$ cat config.mk
export PLATFORM = sky130hd
export DESIGN_NAME = mem_sram_responder
export DESIGN_NICKNAME = d
export VERILOG_FILES = /design/src/rtl/mem_sram_responder.sv
export SDC_FILE = /design/constraint.sdc
export NUM_CORES = 1
export LEC_CHECK = 0
export CORE_MARGIN = 2
export CORE_UTILIZATION = 37
export CTS_CLUSTER_DIAMETER = 30
export DETAILED_ROUTE_END_ITERATION = 8
export SYNTH_ARGS = -nofsm -noshare
export SYNTH_HDL_FRONTEND = slang
export SYNTH_SLANG_ARGS = --single-unit
$ cat constraint.sdc
create_clock -name clk -period 3.5 [get_ports clk]
set_input_delay 0.525 -clock clk [delete_from_list [all_inputs] [get_ports clk]]
set_output_delay 0.525 -clock clk [all_outputs]
set_load 0.005 [all_outputs]
$ cat src/rtl/mem_sram_responder.sv
// rtl/mem_sram_responder.sv - byte/halfword/word request responder for an async 16-bit SRAM
// One-entry pending slot; 32-bit accesses split into two halfword beats (low first).
module mem_sram_responder #(
    parameter int WAIT_CYCLES = 2,
    parameter int INIT_CYCLES = 16
) (
    input  logic        clk,
    input  logic        rst,
    input  logic        mem_rd,
    input  logic        mem_wr,
    input  logic [25:0] mem_addr,
    input  logic [1:0]  mem_data_width,
    input  logic [31:0] mem_wr_data,
    output logic        mem_rd_ready,
    output logic        mem_wr_ready,
    output logic        mem_rd_valid,
    output logic [31:0] mem_rd_data,
    output logic [24:0] sram_addr,
    output logic [15:0] sram_dq_out,
    input  logic [15:0] sram_dq_in,
    output logic        sram_dq_oe,
    output logic        sram_ce_n,
    output logic        sram_oe_n,
    output logic        sram_we_n,
    output logic        sram_ub_n,
    output logic        sram_lb_n
);

    localparam int CNT_MAX = (INIT_CYCLES > WAIT_CYCLES + 1) ? INIT_CYCLES : WAIT_CYCLES + 1;
    localparam int CW      = $clog2(CNT_MAX + 1);

    typedef enum logic [2:0] {
        INIT, IDLE, RD_ACC, RD_DONE, WR_SETUP, WR_PULSE, WR_HOLD
    } state_t;

    state_t        state_q, state_d;
    logic [CW-1:0] cnt_q, cnt_d;
    logic          beat_q, beat_d;
    logic [25:0]   cur_addr_q, cur_addr_d;
    logic [1:0]    cur_width_q, cur_width_d;
    logic [31:0]   cur_data_q, cur_data_d;
    logic [31:0]   rd_data_q, rd_data_d;
    logic          pend_full_q, pend_full_d;
    logic          pend_rd_q, pend_rd_d;
    logic [25:0]   pend_addr_q, pend_addr_d;
    logic [1:0]    pend_width_q, pend_width_d;
    logic [31:0]   pend_data_q, pend_data_d;
    logic          ready_q, ready_d;

    logic          accept, done_now, launch;
    logic          src_rd;
    logic [25:0]   src_addr;
    logic [1:0]    src_width;
    logic [31:0]   src_data;

    always_comb begin
        state_d      = state_q;
        cnt_d        = cnt_q;
        beat_d       = beat_q;
        cur_addr_d   = cur_addr_q;
        cur_width_d  = cur_width_q;
        cur_data_d   = cur_data_q;
        rd_data_d    = rd_data_q;
        pend_full_d  = pend_full_q;
        pend_rd_d    = pend_rd_q;
        pend_addr_d  = pend_addr_q;
        pend_width_d = pend_width_q;
        pend_data_d  = pend_data_q;
        done_now     = 1'b0;
        accept       = (mem_rd | mem_wr) & ready_q;

        // A held request always takes priority; ready is low while one is held.
        src_rd    = pend_full_q ? pend_rd_q    : mem_rd;
        src_addr  = pend_full_q ? pend_addr_q  : mem_addr;
        src_width = pend_full_q ? pend_width_q : mem_data_width;
        src_data  = pend_full_q ? pend_data_q  : mem_wr_data;

        case (state_q)
            INIT: begin
                cnt_d = cnt_q + CW'(1);
                if (cnt_q == CW'(INIT_CYCLES - 1)) begin
                    state_d = IDLE;
                    cnt_d   = '0;
                end
            end
            IDLE: done_now = 1'b1;
            RD_ACC: begin
                if (cnt_q == CW'(WAIT_CYCLES)) begin
                    cnt_d   = '0;
                    state_d = RD_DONE;
                    if (cur_width_q == 2'b11 && !beat_q) begin
                        rd_data_d[15:0] = sram_dq_in;
                        beat_d          = 1'b1;
                        state_d         = RD_ACC;
                    end else if (cur_width_q == 2'b11) begin
                        rd_data_d[31:16] = sram_dq_in;
                    end else if (cur_width_q == 2'b01) begin
                        rd_data_d = {24'd0, cur_addr_q[0] ? sram_dq_in[15:8] : sram_dq_in[7:0]};
                    end else begin
                        rd_data_d = {16'd0, sram_dq_in};
                    end
                end else begin
                    cnt_d = cnt_q + CW'(1);
                end
            end
            RD_DONE: done_now = 1'b1;
            WR_SETUP: begin
                state_d = WR_PULSE;
                cnt_d   = '0;
            end
            WR_PULSE: begin
                if (cnt_q == CW'(WAIT_CYCLES)) begin
                    state_d = WR_HOLD;
                    cnt_d   = '0;
                end else begin
                    cnt_d = cnt_q + CW'(1);
                end
            end
            WR_HOLD: begin
                if (cur_width_q == 2'b11 && !beat_q) begin
                    beat_d  = 1'b1;
                    state_d = WR_SETUP;
                end else begin
                    done_now = 1'b1;
                end
            end
            default: state_d = INIT;
        endcase

        launch = done_now & (pend_full_q | accept);
        if (launch) begin
            beat_d      = 1'b0;
            cnt_d       = '0;
            rd_data_d   = '0;
            pend_full_d = 1'b0;
            cur_width_d = src_width;
            cur_data_d  = src_data;
            case (src_width)
                2'b10:   cur_addr_d = {src_addr[25:1], 1'b0};
                2'b11:   cur_addr_d = {src_addr[25:2], 2'b00};
                default: cur_addr_d = src_addr;
            endcase
            if (src_rd) begin
                state_d = (src_width == 2'b00) ? RD_DONE : RD_ACC;
            end else begin
                state_d = (src_width == 2'b00) ? IDLE : WR_SETUP;
            end
        end else if (done_now) begin
            state_d = IDLE;
        end else if (accept) begin
            pend_full_d  = 1'b1;
            pend_rd_d    = mem_rd;
            pend_addr_d  = mem_addr;
            pend_width_d = mem_data_width;
            pend_data_d  = mem_wr_data;
        end

        ready_d = (state_d != INIT) & ~pend_full_d;
    end

    always_ff @(posedge clk) begin
        if (rst) begin
            state_q      <= INIT;
            cnt_q        <= '0;
            beat_q       <= 1'b0;
            cur_addr_q   <= '0;
            cur_width_q  <= '0;
            cur_data_q   <= '0;
            rd_data_q    <= '0;
            pend_full_q  <= 1'b0;
            pend_rd_q    <= 1'b0;
            pend_addr_q  <= '0;
            pend_width_q <= '0;
            pend_data_q  <= '0;
            ready_q      <= 1'b0;
        end else begin
            state_q      <= state_d;
            cnt_q        <= cnt_d;
            beat_q       <= beat_d;
            cur_addr_q   <= cur_addr_d;
            cur_width_q  <= cur_width_d;
            cur_data_q   <= cur_data_d;
            rd_data_q    <= rd_data_d;
            pend_full_q  <= pend_full_d;
            pend_rd_q    <= pend_rd_d;
            pend_addr_q  <= pend_addr_d;
            pend_width_q <= pend_width_d;
            pend_data_q  <= pend_data_d;
            ready_q      <= ready_d;
        end
    end

    logic rd_acc, wr_any, lanes_on, byte_acc;
    assign rd_acc   = (state_q == RD_ACC);
    assign wr_any   = (state_q == WR_SETUP) || (state_q == WR_PULSE) || (state_q == WR_HOLD);
    assign lanes_on = rd_acc | wr_any;
    assign byte_acc = (cur_width_q == 2'b01);

    assign mem_rd_ready = ready_q;
    assign mem_wr_ready = ready_q;
    assign mem_rd_valid = (state_q == RD_DONE);
    assign mem_rd_data  = rd_data_q;

    // Aligned 32-bit address has bit 1 clear, so OR-ing the beat selects the upper halfword.
    assign sram_addr   = cur_addr_q[25:1] | {24'd0, beat_q};
    assign sram_dq_oe  = wr_any;
    assign sram_dq_out = !wr_any ? 16'd0 :
                         byte_acc ? {2{cur_data_q[7:0]}} :
                         beat_q   ? cur_data_q[31:16] : cur_data_q[15:0];
    assign sram_ce_n   = ~lanes_on;
    assign sram_oe_n   = ~rd_acc;
    assign sram_we_n   = ~(state_q == WR_PULSE);
    assign sram_ub_n   = ~(lanes_on & (~byte_acc | cur_addr_q[0]));
    assign sram_lb_n   = ~(lanes_on & (~byte_acc | ~cur_addr_q[0]));

endmodule

* Word-level counts from Yosys, hierarchy flattened
Index checks and enable logic that the tools add are counted.
** Word-level totals
- Bits in registers :: 164
- Input bits :: 80
- Output and inout bits :: 82
- Word-level logic and storage cells :: 102
** Operators by class
- $add $sub $neg :: 1
- Equal/unequal tests :: 14
- Mux-type cells :: 35
- Bitwise logic cells :: 22
- Reduce and logical (&&, ||, !) cells :: 16
** Operators by type and width (number)
- 16-bit two-way mux :: 7
- 32-bit two-way mux :: 1
- 26-bit two-way mux :: 1
- 25-bit by 1-bit OR with 25-bit output :: 1
- 3-bit two-way mux :: 8
- 3-bit case mux with 6 select lines :: 1
- 5-bit case mux with 3 select lines :: 1
- 1-bit inverter :: 11
- 5-bit two-way mux :: 2
- 3-bit == test, second input constant :: 3
- 1-bit two-way mux :: 9
- 3-bit AND reduction :: 3
- 8-bit two-way mux :: 1
- 2-bit == test, second input constant :: 3
- 3-bit by 2-bit == test with 1-bit output, second input constant :: 2
- 3-bit nonzero test :: 2
- 2-bit OR reduction :: 3
- 5-bit by 1-bit adder with 5-bit output, second input constant :: 1
- 1-bit AND :: 5
- 5-bit by 2-bit == test with 1-bit output, second input constant :: 1
- 5-bit by 4-bit == test with 1-bit output, second input constant :: 1
- 1-bit OR :: 5
- 2-bit by 1-bit inequality test with 1-bit output, second input constant :: 2
- 1-bit case mux with 2 select lines :: 2
- other kinds (11) :: 12

* Longest topological paths before layout
- Word-level depth :: 9
- Gate-level depth with buffers :: 8
- Gate-level depth less buffers :: 7

* Worst setup path after synthesis
No wires, ideal clock.
- Path type :: register to output
- From :: reg state_q[2]
- To :: out sram_dq_out[14]
- Arrival :: 1.362 ns
- Data required time :: 2.975 ns
- Path slack :: 1.613 ns
- Cell stages (with the launch flop) :: 5
- Buffers on the path :: 2
- Cells stage by stage :: dfxtp_1 > clkbuf_1 > nand2_1 > clkbuf_1 > a211oi_1
** On the way
- Word-level cells in the longest chain between the ends :: 4
- Elaborated cells between the ends (all ways) :: 6
- Classes of those cells :: eq/ne (3); mux (1); reduce/logical (2)
** RTL lines
- start, declared :: line 36 : state_t state_q, state_d;
- start signal, assigned :: line 177 : state_q <= state_d;
- 3-bit == test :: line 195 : assign wr_any = (state_q == WR_SETUP) || (state_q == WR_PULSE) || (state_q == WR_HOLD);
- 1-bit logical OR :: line 195
- 1-bit logical OR (*) :: line 195
- 16-bit two-way mux (*) :: line 207 : assign sram_dq_out = !wr_any ? 16'd0 :
- end, declared :: line 19 : output logic [15:0] sram_dq_out,
Mark *: on every way between the ends. The rest lies on a longest branch, timed or not.

* Final worst setup path
- From :: reg cur_width_q[1]
- To :: out sram_dq_out[11]
** On the way
- Word-level cells in the longest chain between the ends :: 3
** RTL lines
- start, declared :: line 40 : logic [1:0] cur_width_q, cur_width_d;
- start signal, assigned :: line 181 : cur_width_q <= cur_width_d;
- 2-bit by 1-bit == test with 1-bit output :: line 197 : assign byte_acc = (cur_width_q == 2'b01);
- 16-bit two-way mux :: line 208 : byte_acc ? {2{cur_data_q[7:0]}} :
- 16-bit two-way mux :: line 207
Every way passes these cells.

==> impl_metrics.toml <==
[run_status]
status = "finished clean"

[setup_path]
rrSetupSlack_ps = 960
critPathMaxFanout = 17
worstPathRequired_ps = 2970
arrival_ps = 2420
critPathSlowestCell = "clkdlybuf4s50_1"
crit_family = "buffers and inverters"
critical_path_class = "reg -> out"
crit_path_max_incr_delay_ps = 550
critPathLaunchType = "flip-flop"
worstPathCellList = "nand2b_1 > buf_4 > nor2_1 > a211oi_1 > clkdlybuf4s50_1"
worstSetupEndpointType = "output port"
critical_path_buf_inv_count = 2

[timing]
rsz0062_at_grt = "no"
tightest_slew_ps = 927
hold_viol_final = 0
setup_viol = 0
fmax_ghz = 0.339
maxSlewHeadroom_pct = 38.0
clock_skew_ps = 8.37
fin_crit_sh_pct = 84.2
finalWorstSetupSlack_ps = 554
setup-tns-final_ps = 0
slew_violations = 0
min_period_ps = 2950

[power]
vdd_ir_drop_max_v = 0.000312
power.density_nw_per_um2 = 406
p_leak_nw = 3.05

[routing]
wirelength_um = 20100
drc_errors = 0
drtIter0Drc = 376
drt_pass1_iterations = 6
viasPerCell = 5.12
antenna_left = 0
routedWlPerCell_um = 16.4
vias = 6276

[die]
start_util_pct = 38.0
ioPinCount = 162
die_area_um2 = 22100
dieHeight_um = 149
design.core.area_um2 = 20400
rows = 52
dieWidth_um = 149

[clocking]
ctsResizeCount = 0
cts_tree = "yes"
cts_buffer_depth = 2
cts.sinks = 164
post_cts_buffers = 0
insertion_delay_ps = 420
cts-root-buf = "clkbuf_16"
h-tree-depth = 4
cts_buffers = 17
cts.clk_slew.worst_paths_ps = 60
cts_hold_buf = 0

[logic_synthesis]
ys_seq_area_share_pct = 42.5
syn_nets = 930
synth_common_cells = "dfxtp_1, nand2_1, a21oi_1"
synth_area_per_cell_um2 = 9.14
synth_warnings = 0
synth_edf_count = 0
postSynthCellCount = 846
synth.distinct_cells = 55
ys_async_sr_fraction_pct = 0
synthDominantCellAreaShare_pct = 42.5
synth_seq_cells = 164
synth.area.top_cells = "dfxtp_1, a211oi_2, mux2i_1"
synth.cell_area_um2 = 7730
synth_most_common_cell = "dfxtp_1"
ys.flop_type = "dfxtp_1"
yosys.area.top_type = "dfxtp_1"

[run]
cap_violations = 0

[placement]
dp_cells = 1194
gp_congestion = 0.755
io_buffers = 161
place_hpwl_um = 13100
place_ws_ps = 936

[global_route]
grt_usage_pct = 18.3
overflow = 0
grt_pass1_vias = 5920
grt_pass1_wl_um = 32300
grt_antenna_before_repair = 0
grt_max_degree = 62

[hold_path]
hold_path.class = "reg -> reg"

[layout]
final_nets = 1027
antenna-diode-count = 0
fill_cells = 1942
layout-drive-gt1-share_pct = 15.9
syn_to_final_growth_pct = 28.2
fin_cells = 1226
## cell usage in the layout, fill, tap and decap left out, drive strengths merged, types with 2 or more instances in the layout
| cell type | synthesis | final |
|---|---|---|
| bufinv | 0 | 3 |
| nand2 | 148 | 148 |
| nor2 | 40 | 40 |
| buf | 63 | 20 |
| a31oi | 2 | 2 |
| nand3 | 21 | 21 |
| o21a | 2 | 2 |
| nand3b | 5 | 5 |
| clkinvlp | 0 | 2 |
| clkbuf | 39 | 19 |
| nor2b | 2 | 2 |
| ha | 4 | 4 |
| and3 | 2 | 2 |
| dfxtp | 164 | 164 |
| a211oi | 77 | 77 |
| xor2 | 2 | 2 |
| a22oi | 16 | 16 |
| a21oi | 138 | 138 |
| o21ai | 6 | 6 |
| nor4b | 2 | 2 |
| nor3 | 4 | 4 |
| mux2i | 75 | 75 |
| clkinv | 1 | 4 |
| nand2b | 3 | 3 |
| a311oi | 3 | 3 |
| inv | 7 | 12 |
| and2 | 2 | 2 |
| clkdlybuf4s50 | 0 | 160 |
| nor3b | 2 | 2 |
## where the power goes
group | switching, mW | total, mW | internal [mW]
registers | 0.00388 | 1.87 | 1.87
logic | 0.102 | 0.208 | 0.106
clock network | 0.791 | 1.95 | 1.15
total | 0.897 | 4.03 | 3.13
## flip-flops by register name, summed over array words and instances, names as in the netlist
signal        flops
state_q           3
mem_rd_data      32
mem_rd_ready      1
pend_addr_q      26
pend_width_q      2
beat_q            1
pend_full_q       1
pend_rd_q         1
cur_data_q       32
cur_width_q       2
pend_data_q      32
cnt_q             5
cur_addr_q       26
## area by class of cell
type / count / area (um^2) / share of cell area (%)
clock buffers: 19 / 443 / 4.47
clock inverters: 13 / 170 / 1.72
inverters: 8 / 30.0 / 0.303
multi-input cells: 572 / 3860 / 38.9
flip-flops and latches: 164 / 3290 / 33.2
well taps: 270 / 338 / 3.41
repair buffers: 180 / 1790 / 18.0
## logic make-up after synthesis
family | share of synthesized area (%)
AO/OA/AOI/OAI | 25.2
AND/OR/NAND/NOR | 13.6
flip-flops | 42.5
buffers and inverters | 7.90
multiplexers | 9.90
adder cells (fa/ha/maj) | 0.647
XOR/XNOR | 0.340
## stage by stage
| step | total power, mW | area (um^2) | utilization [%] | hold slack [ps] |
|---|---|---|---|---|
| floorplan | 1.99 | 7730 | - | 433 |
| global placement | 2.12 | 9300 | 45.7 | 437 |
| detailed placement | 2.12 | 9300 | 45.7 | 445 |
| CTS | 4.08 | 9910 | 48.7 | 453 |
| global route | 4.17 | 9910 | 48.7 | 468 |
| finish | 4.03 | 9910 | 48.7 | 451 |
## worst register-to-register path, stage by stage, from the launching register on
cell	delay, ps
dfxtp_1	590
nor2b_1	410
a31o_2	390
and2_4	540
buf_12	340
a311oi_2	130
## metal layers
metal | vias to the layer above | GRT usage [%] | part of all wire (%)
met5 | - | 0 | 0
met4 | 0 | 4.76 | 1.0
met2 | 145 | 28.9 | 46
met1 | 2957 | 25.4 | 48
li1 | 3157 | - | -
met3 | 17 | 4.26 | 5.3
## path summary, 6_finish.rpt
check,to,startpoint,cells after the start
setup reg to reg,cur_addr_q[1],state_q[0],5
hold reg to reg,mem_rd_data[9],mem_rd_data[9],2
setup / recovery,sram_dq_out[11],cur_width_q[1],5
hold / removal,mem_rd_data[9],mem_rd_data[9],2
No activity file was read; power rests on OpenSTA's default activity.
